**src/rtl/usart_cmd_ctrl.sv**
```systemverilog
// Host command sequencer for the logic analyzer serial link: parses rx frames,
// executes ARM / STATUS / READ / SET_DIV and drives replies through the tx handshake.
module usart_cmd_ctrl #(
  parameter int          ADDR_W    = 16,
  parameter int          TIMEOUT   = 1000000,
  parameter logic [7:0]  DIV_RESET = 8'd1
) (
  input  logic              clk,
  input  logic              nreset,
  input  logic [7:0]        rx_data,
  input  logic              rx_ready,
  input  logic              rx_error,
  output logic [7:0]        tx_data,
  output logic              tx_write,
  input  logic              tx_fetch,
  input  logic              tx_idle,
  output logic [ADDR_W-1:0] mem_addr,
  output logic              mem_rd,
  input  logic [7:0]        mem_rdata,
  input  logic [7:0]        status_in,
  output logic              arm,
  output logic [7:0]        div,
  output logic              busy
);

  localparam logic [2:0] IDLE     = 3'd0;
  localparam logic [2:0] ARGS     = 3'd1;
  localparam logic [2:0] EXEC     = 3'd2;
  localparam logic [2:0] REPLY    = 3'd3;
  localparam logic [2:0] MEM_RD   = 3'd4;
  localparam logic [2:0] MEM_WAIT = 3'd5;
  localparam logic [2:0] STREAM   = 3'd6;

  localparam logic [7:0] OP_ARM    = 8'h01;
  localparam logic [7:0] OP_STATUS = 8'h02;
  localparam logic [7:0] OP_READ   = 8'h03;
  localparam logic [7:0] OP_DIV    = 8'h04;

  localparam int TMO_W = (TIMEOUT > 1) ? $clog2(TIMEOUT) : 1;
  localparam logic [TMO_W-1:0] TMO_LAST = TMO_W'(TIMEOUT - 1);

  logic [2:0]       state;
  logic [7:0]       opcode;
  logic [7:0]       arg_q [0:3];
  logic [1:0]       arg_idx;
  logic [2:0]       arg_left;
  logic [TMO_W-1:0] tmo_cnt;
  logic [15:0]      remaining;
  logic [15:0]      addr_full;
  logic [15:0]      len_full;
  logic             rx_byte;

  // Acceptance relies solely on tx_fetch; tx_idle is informational only.
  logic unused_tx_idle;
  assign unused_tx_idle = tx_idle;

  // A framing error in the same cycle as a byte drops the byte.
  assign rx_byte   = rx_ready && !rx_error;
  assign addr_full = {arg_q[0], arg_q[1]};
  assign len_full  = {arg_q[2], arg_q[3]};

  assign busy   = (state != IDLE);
  assign mem_rd = (state == MEM_RD);
  assign arm    = (state == EXEC) && (opcode == OP_ARM);

  always_ff @(posedge clk) begin
    if (state == IDLE && rx_byte)
      opcode <= rx_data;
    if (state == ARGS && rx_byte)
      arg_q[arg_idx] <= rx_data;
  end

  always_ff @(posedge clk or negedge nreset) begin
    if (!nreset) begin
      state     <= IDLE;
      tx_data   <= 8'd0;
      tx_write  <= 1'b0;
      mem_addr  <= '0;
      div       <= DIV_RESET;
      arg_idx   <= 2'd0;
      arg_left  <= 3'd0;
      tmo_cnt   <= '0;
      remaining <= 16'd0;
    end else begin
      case (state)
        IDLE: begin
          if (rx_byte) begin
            arg_idx <= 2'd0;
            tmo_cnt <= '0;
            case (rx_data)
              OP_READ: begin arg_left <= 3'd4; state <= ARGS; end
              OP_DIV:  begin arg_left <= 3'd1; state <= ARGS; end
              default: begin arg_left <= 3'd0; state <= EXEC; end
            endcase
          end
        end
        ARGS: begin
          if (rx_error) begin
            state <= IDLE;
          end else if (rx_ready) begin
            arg_idx  <= arg_idx + 2'd1;
            arg_left <= arg_left - 3'd1;
            tmo_cnt  <= '0;
            if (arg_left == 3'd1)
              state <= EXEC;
          end else if (tmo_cnt == TMO_LAST) begin
            state <= IDLE;
          end else begin
            tmo_cnt <= tmo_cnt + TMO_W'(1);
          end
        end
        EXEC: begin
          case (opcode)
            OP_ARM: begin
              tx_data <= 8'hAA; tx_write <= 1'b1; state <= REPLY;
            end
            OP_DIV: begin
              div <= arg_q[0];
              tx_data <= 8'hAA; tx_write <= 1'b1; state <= REPLY;
            end
            OP_STATUS: begin
              tx_data <= status_in; tx_write <= 1'b1; state <= REPLY;
            end
            OP_READ: begin
              mem_addr  <= addr_full[ADDR_W-1:0];
              remaining <= len_full;
              state     <= (len_full == 16'd0) ? IDLE : MEM_RD;
            end
            default: begin
              tx_data <= 8'hEE; tx_write <= 1'b1; state <= REPLY;
            end
          endcase
        end
        REPLY: begin
          if (tx_fetch) begin
            tx_write <= 1'b0;
            state    <= IDLE;
          end
        end
        MEM_RD: state <= MEM_WAIT;
        MEM_WAIT: begin
          tx_data  <= mem_rdata;
          tx_write <= 1'b1;
          state    <= STREAM;
        end
        STREAM: begin
          if (tx_fetch) begin
            tx_write  <= 1'b0;
            remaining <= remaining - 16'd1;
            mem_addr  <= mem_addr + ADDR_W'(1);
            state     <= (remaining == 16'd1) ? IDLE : MEM_RD;
          end
        end
        default: state <= IDLE;
      endcase
    end
  end

endmodule

```
**config.mk**
```make
export PLATFORM = sky130hd
export DESIGN_NAME = usart_cmd_ctrl
export DESIGN_NICKNAME = d
export VERILOG_FILES = /design/src/rtl/usart_cmd_ctrl.sv
export SDC_FILE = /design/constraint.sdc
export NUM_CORES = 1
export LEC_CHECK = 0
export BUFFER_PORTS_ARGS = -buffer_cell sky130_fd_sc_hd__buf_4
export CORE_UTILIZATION = 45
export CTS_CLUSTER_SIZE = 8
export DETAILED_ROUTE_END_ITERATION = 8
export GPL_TIMING_DRIVEN = 0
export PLACE_DENSITY = 0.62
export SYNTH_ARGS = -nofsm -noshare
export SYNTH_HDL_FRONTEND = slang
export SYNTH_SLANG_ARGS = --single-unit
```
**constraint.sdc**
```tcl
create_clock -name clk -period 2.27 [get_ports clk]
set_clock_uncertainty 0.2 [all_clocks]
set_input_delay 0.454 -clock clk [delete_from_list [all_inputs] [get_ports clk]]
set_output_delay 0.454 -clock clk [all_outputs]
set_load 0.005 [all_outputs]
```
After elaboration in Yosys (flattened, before gate mapping)

Memory sizes are Yosys's and may differ from the RTL's.
Cells that the tools add are included.

Memory bits (writable): 32
Memories: 1
Logic and storage cells: 103
Output and inout bits: 36
Flip-flop bits (word level): 85

$add $sub $neg: 5
Eq/ne operators: 26
Muxes and demuxes: 39
Reductions and logical operators: 22

Memories:

| name  | words | width | read ports | clocked after memory_dff | write ports | line | RTL |
|---|---|---|---|---|---|---|---|
| arg_q | 4     | 8     | 4          | 0                        | 1           | 44   | `logic [7:0] arg_q [0:3];` |

Operators by type and width:

| cell                    | number |
|---|---|
| $mux W20                | 4 |
| $mux W16                | 4 |
| $pmux W16 S2            | 2 |
| $pmux W20 S2            | 1 |
| $mux W3                 | 13 |
| $eq A8 B2 Y1 const B    | 3 |
| $pmux W8 S3             | 1 |
| $pmux W3 S7             | 1 |
| $add A20 B1 Y20 const B | 1 |
| $eq A20 B20 Y1 const B  | 1 |
| $add A16 B1 Y16 const B | 1 |
| $eq A16 B1 Y1 const B   | 1 |
| $eq A8 B3 Y1 const B    | 2 |
| $logic_not A16 Y1       | 1 |
| $pmux W8 S2             | 1 |
| $sub A16 B1 Y16 const B | 1 |
| $ne A2 B2 Y1 const B    | 6 |
| $pmux W3 S2             | 2 |
| $eq A3 B3 Y1 const B    | 3 |
| $eq A8 B1 Y1 const B    | 1 |
| $mux W2                 | 4 |
| $ne A4 B3 Y1 const B    | 2 |
| $reduce_and A4 Y1       | 2 |
| $eq A3 B1 Y1 const B    | 2 |
| other kinds (17)        | 32 |

Depth between registers and ports, before layout

Gate-level depths: netlist of run 1.

Word-level depth: 5
Mapped depth: 8
Mapped depth without buffers: 7

Worst setup path after synthesis of run 1

OpenSTA, ideal clock, no wires.

Kind: flip-flop to flip-flop
Start: reg state[1]
End: mem arg_q[2][0] (enable)
Cell stages (with the launch flop): 5
Arrival time: 1.547 ns
Path slack: 0.191 ns
Buffers on the path: 1
Period minus slack after synthesis: 2.079 ns
Library setup time: 0.332 ns
Cell sequence: dfrtp_1 -> or3b_2 -> buf_2 -> nor2_1 -> and2_1

Word-level cells in the longest chain between the ends: 4

Ends and longest elaborated chain:

| element                       | line | RTL |
|---|---|---|
| start: declaration            | 42   | `logic [2:0] state;` |
| start signal: assignment      | 127  | `state <= (len_full == 16'd0) ? IDLE : MEM_RD;` |
| start signal: assignment      | 151  | `state <= (remaining == 16'd1) ? IDLE : MEM_RD;` |
| $eq A3 B1 Y1                  | 69   | `if (state == ARGS && rx_byte)` |
| $logic_and A1 B1 Y1           | 69   |  |
| $mux W1                       | 69   |  |
| $mux W1 (implied by the code) | 70   | `arg_q[arg_idx] <= rx_data;` |
| end: declaration              | 44   |  |

No other way between the ends.

Final worst setup path of run 1

Start: reg state[2]
End: out arm

Word-level cells in the longest chain between the ends: 2

Ends and longest elaborated chain:

| element             | line | RTL |
|---|---|---|
| $eq A3 B2 Y1        | 64   | `assign arm = (state == EXEC) && (opcode == OP_ARM);` |
| $logic_and A1 B1 Y1 | 64   |  |
| end: declaration    | 21   | `output logic arm,` |

No other way between the ends.

==> results.sh, run 1 <==
export IMPL_status="completed"
export IMPL_fin_crit_ns=2.27
export IMPL_cts_sinks=117
export IMPL_drcViolationCount=0
export IMPL_clockBufferDepth=2
export IMPL_cts_hold_buf=0
export IMPL_pre_cts_ws_ns=-0.108
export IMPL_cts_tree="done"
export IMPL_max_cap_viol_count=0
export IMPL_fmax_mhz=441
export IMPL_drive_gt1_share_pct=23.8
export IMPL_syn_nets=591
export IMPL_p_sw_share_pct=31.7
export IMPL_p_switching_uw=2580
export IMPL_grt_start_max_net_pins=78
export IMPL_row_count=40
export IMPL_relSlewSlack_pct=32.3
export IMPL_die_y_um=115
export IMPL_clk_latency_ns=0.42
export IMPL_ys_seq_area_share_pct=54.5
export IMPL_cp_end_kind="output port"
export IMPL_cts_buffers=17
export IMPL_final_nets=683
export IMPL_cp_required_ns=1.62
export IMPL_grt_first_pass_wirelength_mm=23.2
export IMPL_fillCellCount=1065
export IMPL_netlist_instances=551
export IMPL_clkTransAtPathRegs_ns=0.06
export IMPL_yosys_top_cells_area="dfrtp_1 33%, edfxtp_1 21%, a21oi_1 3.8%, nor2_1 3.7%, o21ai_0 3.5%"
export IMPL_synth_area_leader_cell="dfrtp_1"
export IMPL_seq_power_share_pct=38.7
export IMPL_place_gp_congestion=0.841
export IMPL_numPortBuffers=64
export IMPL_drt_initial_drc_count=455
export IMPL_min_period_over_period_pct=100
export IMPL_ys_warnings_count=0
export IMPL_ir_worst_vdd_uv=631
export IMPL_antenna_found_initial=0
export IMPL_yosysUniqueCellTypes=70
export IMPL_finalHoldViolations=0
export IMPL_p_leak_uw=0.00296
export IMPL_globalRouteOverflowTotal=0
export IMPL_p_per_area_mw_per_mm2=1130
export IMPL_synth_top_area_share_pct=33.1
export IMPL_pwr_share_clk_pct=36.0
export IMPL_synthToLayoutAreaGrowth_pct=26.2
export IMPL_async_flop_share_pct=65.8
export IMPL_die_w_um=115
export IMPL_ioPinCount=66
export IMPL_syn_area_mm2=0.00575
export IMPL_via_count=4645
export IMPL_place_inst=783
export IMPL_final_cell_mix="76 x dfrtp_1, 73 x buf_4, 55 x nor2_1"
export IMPL_layout_commonest_cell="dfrtp_1"
export IMPL_setup_viol=0
export IMPL_avgSynthCellArea_um2=10.4
export IMPL_final_cells=824
export IMPL_drt_total_wl_mm=14.5
export IMPL_drtAntennaViolNets=0
export IMPL_pwr_share_comb_pct=25.3
export IMPL_antenna_cells=0
export IMPL_holdWs_ns=0.0213
export IMPL_dp_final_hpwl_mm=9.89
export IMPL_start_kind="flop"
export IMPL_cp_arrival_ns=1.62
export IMPL_h_tree_depth=4
export IMPL_setup_slack_ns=0.000367
export IMPL_wl_per_cell_um=17.6
export IMPL_worstPathMaxFanout=5
export IMPL_viasPerCell=5.64
export IMPL_synth_edf_count=40
export IMPL_synthFlopType="dfrtp_1"
export IMPL_synth_seq_cells=117
export IMPL_cts_root_buf="clkbuf_16"
export IMPL_min_path_type="input port to asynchronous set/reset pin"
export IMPL_p_int_uw=5580
export IMPL_path_class="flop to output port"
export IMPL_rsz0062_at_grt="yes"
export IMPL_maxSlewViolCount=0
export IMPL_grt_pass1_vias=4597
export IMPL_core_area_mm2=0.0122
export IMPL_start_util_pct=47.1
export IMPL_first_pass_iters=5
export IMPL_worst_pin_slew_ns=1.02
export IMPL_grt_usage_pct=23.4
export IMPL_die_area_mm2=0.0132
-- flip-flops by register name, indices dropped and copies added (netlist names), 2 cells and up --
name,flops
arg_idx,2
arg_left,3
arg_q,32
div,8
mem_addr,16
opcode,8
remaining,16
state,3
tmo_cnt,20
tx_data,8
-- logic make-up (layout without fill, tap and decap cells) --
kind of cell / Yosys count / count (layout) / synth area share (%)
AO/OA/AOI/OAI: 158 / 158 / 16.5
multiplexers: 10 / 10 / 1.92
AND/OR/NAND/NOR: 200 / 200 / 19.5
flip-flops: 117 / 117 / 54.5
XOR/XNOR: 15 / 15 / 2.29
buffers and inverters: 41 / 146 / 3.18
adder cells (fa/ha/maj): 10 / 10 / 2.18
-- timing repair --
action,in CTS,in global routing
gates resized for setup,10,27
pin swaps,4,7
buffers inserted,2,8
setup endpoints to repair,39,60
-- area by class of cell --
type                            instances  area (um2)  share of cell area (%)
Clock inverter                         13         204                    2.81
Buffer                                 24         135                    1.86
Multi-Input combinational cell        393        2500                    34.5
Timing Repair Buffer                   74         568                    7.83
Inverter                               16        60.1                   0.828
Sequential cell                       117        3130                    43.2
Clock buffer                           19         443                    6.11
Tap cell                              168         210                    2.90
-- critical path, cell delays in order (launching register included) --
cell and delay, ns:
dfrtp_1 0.41, or3b_4 0.42, nand3b_4 0.18, nor2_2 0.09, buf_4 0.11
-- layer usage --
layer / GRT usage (%) / part of all wire (%) / vias up
met3: 6.43 / 6.3 / 21
met2: 36.1 / 47 / 163
met5: 0 / 0 / -
met1: 31.1 / 45 / 2232
met4: 9.87 / 1.3 / 0
li1: - / - / 2229
-- path summary, 6_finish.rpt --
path,from,end,slack (ns),cells past startpoint
setup / recovery,state[2],arm,0.0004,4
hold / removal,nreset,mem_addr[1],0.02,1
setup reg to reg,state[2],remaining[13],0.02,8
hold reg to reg,div[7],div[7],0.31,1
max in group asynchronous,nreset,div[5],1.21,1
min in group clk,mem_rdata[6],tx_data[6],0.04,3
-- cells in the mapped netlist (7+ instances only) --
cell type	number
a21oi_1	44
a22oi_1	10
and2_1	7
clkbuf_1	16
dfrtp_1	76
edfxtp_1	40
ha_1	10
inv_1	16
mux2_2	8
nand2_1	34
nand3_1	16
nand4_1	13
nor2_1	57
nor3_1	11
nor4_1	9
o21ai_0	40
o21ai_1	16
o22ai_1	15
or3_1	8
xor2_1	13
-- through the flow --
stage	area, um2	utilization, %	power, uW	setup TNS, ns
final	7250	59.4	8160	0
after global routing	7250	59.4	8630	-0.542
after CTS	7130	58.4	8130	-0.0393
after detailed placement	6440	52.7	5130	-2.95
after global placement	6440	52.7	5070	-2.15
after floorplan	5750	-	4280	0
-- power groups by stage --
stage               logic (uW)  clock network, uW  registers, uW
CTS                       2020               2990           3130
global placement          1940                  0           3130
finish                    2070               2940           3160
detailed placement        1980                  0           3150
floorplan                 1220                  0           3060
global route              2320               3090           3220
(Power assumes the default switching activity.)
==> run 2, diff against run 1 <==
SETUP_SLACK_MARGIN = 0.2   (was not set)
==> run 2 against run 1 <==
  * Die area stayed put
  * Critical endpoint unchanged
  * Fmax grew 0.39%
  * Via count is 3.6% higher
  * First-iteration DRC count down 6.8%
==> results.sh, run 2 (same netlist as run 1, synthesis figures left out) <==
export IMPL_min_path_type="input port to asynchronous set/reset pin"
export IMPL_worst_pin_slew_ns=1.01
export IMPL_place_gp_congestion=0.888
export IMPL_finalPower_uw=8450
export IMPL_rsz0062_at_grt="yes"
export IMPL_final_nets=712
export IMPL_fin_crit_ns=2.26
export IMPL_ioPinCount=66
export IMPL_cp_required_ns=1.62
export IMPL_core_area_mm2=0.0122
export IMPL_fillCellCount=1028
export IMPL_row_count=40
export IMPL_die_area_mm2=0.0132
export IMPL_final_cell_mix="96 x buf_4, 75 x dfrtp_1, 52 x nor2_1"
export IMPL_clkTransAtPathRegs_ns=0.05
export IMPL_finalHoldViolations=0
export IMPL_place_inst=783
export IMPL_maxSlewViolCount=0
export IMPL_placedInstanceArea_mm2=0.00644
export IMPL_p_per_area_mw_per_mm2=1090
export IMPL_start_util_pct=47.1
export IMPL_die_y_um=115
export IMPL_grt_first_pass_wirelength_mm=23.3
export IMPL_p_leak_uw=0.00320
export IMPL_path_class="flop to output port"
export IMPL_fin_util_pct=63.5
export IMPL_drt_initial_drc_count=424
export IMPL_cts_root_buf="clkbuf_16"
export IMPL_crit_reg2reg_launch="state[2]"
export IMPL_antenna_cells=0
export IMPL_drive_gt1_share_pct=33.7
export IMPL_setup_viol=0
export IMPL_critical_path_slowest_cell="or3b_4"
export IMPL_die_w_um=115
export IMPL_start_kind="flop"
export IMPL_layout_commonest_cell="buf_4"
export IMPL_top_regs="arg_q x32, tmo_cnt x20"
export IMPL_wl_per_cell_um=17.3
export IMPL_cts_buffers=17
export IMPL_cp_end_kind="output port"
export IMPL_grt_pass1_vias=4630
export IMPL_status="completed"
export IMPL_antenna_found_initial=0
export IMPL_drt_total_wl_mm=14.8
export IMPL_globalRouteOverflowTotal=0
export IMPL_largest_register_ffs=32
export IMPL_fmax_mhz=442
export IMPL_cts_tree="done"
export IMPL_final_cells=853
export IMPL_drcViolationCount=0
export IMPL_min_period_over_period_pct=99.6
export IMPL_numPortBuffers=64
export IMPL_viasPerCell=5.64
export IMPL_cp_startpoint="state[2]"
export IMPL_via_count=4813
export IMPL_max_stage_delay_ns=0.41
export IMPL_relSlewSlack_pct=32.5
export IMPL_max_cap_viol_count=0
export IMPL_cp_cell_sequence="or3b_4, nand3b_4, nor2_2, buf_4"
export IMPL_grt_start_max_net_pins=78
export IMPL_cp_buffers_inverters=1
export IMPL_clk_latency_ns=0.41
export IMPL_regMostFlops="arg_q"
export IMPL_cp_top_family="simple AND/OR/NAND/NOR gates"
export IMPL_grt_usage_pct=23.2
export IMPL_cp_arrival_ns=1.61
export IMPL_drtAntennaViolNets=0
export IMPL_first_pass_iters=5
export IMPL_cts_hold_buf=0
export IMPL_worstPathMaxFanout=3
export IMPL_cts_sinks=117
export IMPL_h_tree_depth=4
export IMPL_dp_final_hpwl_mm=9.72
export IMPL_clockBufferDepth=2
export IMPL_final_area_mm2=0.00776
export IMPL_synthToLayoutAreaGrowth_pct=35.0
export IMPL_holdWs_ns=0.0374
export IMPL_ir_worst_vdd_uv=595
[run 2: final timing paths]
check                                to  slack [ns]  depth (start not counted)
max                                 arm       0.009                          4
min                        remaining[7]        0.04                          1
max reg2reg                    state[1]        0.04                          7
min reg2reg                      div[1]        0.31                          1
max in group asynchronous  remaining[4]        1.14                          1
min in group clk             tx_data[6]        0.06                          3
[run 2: worst register-to-register path: stages (launching register included)]
cell and delay [ns]:
dfrtp_1 0.38, buf_4 0.14, buf_4 0.13, or4b_4 0.54, a31oi_1 0.17, o31a_1 0.25, a311oi_1 0.07, or2_1 0.23
[run 2: layout make-up]
type,instances,area [um2],share of cell area [%]
clock inverters,13,179,2.31
inverters,16,60.1,0.774
flip-flops and latches,117,3130,40.4
repair buffers,102,813,10.5
clock buffers,19,453,5.84
well taps,168,210,2.71
multi-input cells,393,2710,34.9
plain buffers,25,203,2.61
[run 2: where the power goes]
group | total, uW | switching (uW) | internal, uW
clock | 2830 | 945 | 1890
combinational | 2460 | 1250 | 1210
sequential | 3160 | 512 | 2650
total | 8450 | 2700 | 5750
[run 2: routing by layer]
metal / vias up / routed length, um / GRT usage [%]
met3: 14 / 764 / 5.75
met2: 156 / 7120 / 36.2
met4: 0 / 156 / 7.45
met5: - / 0 / 0
met1: 2343 / 6720 / 31.9
li1: 2300 / - / -
[run 2: timing repair]
action | in CTS | in global routing
gates cloned | 0 | 1
gates resized for setup | 52 | 76
setup buffers | 17 | 20
pin swaps | 19 | 10
hold endpoints to repair | 0 | 0
setup endpoints to repair | 109 | 106
[run 2: metrics by stage]
step | setup TNS [ns] | setup slack [ns]
floorplan | 0 | 0.220
detailed placement | -0.484 | -0.0719
global route | -0.118 | -0.0744
CTS | -0.0114 | -0.0114
global placement | -0.296 | -0.0813
finish | 0 | 0.00919
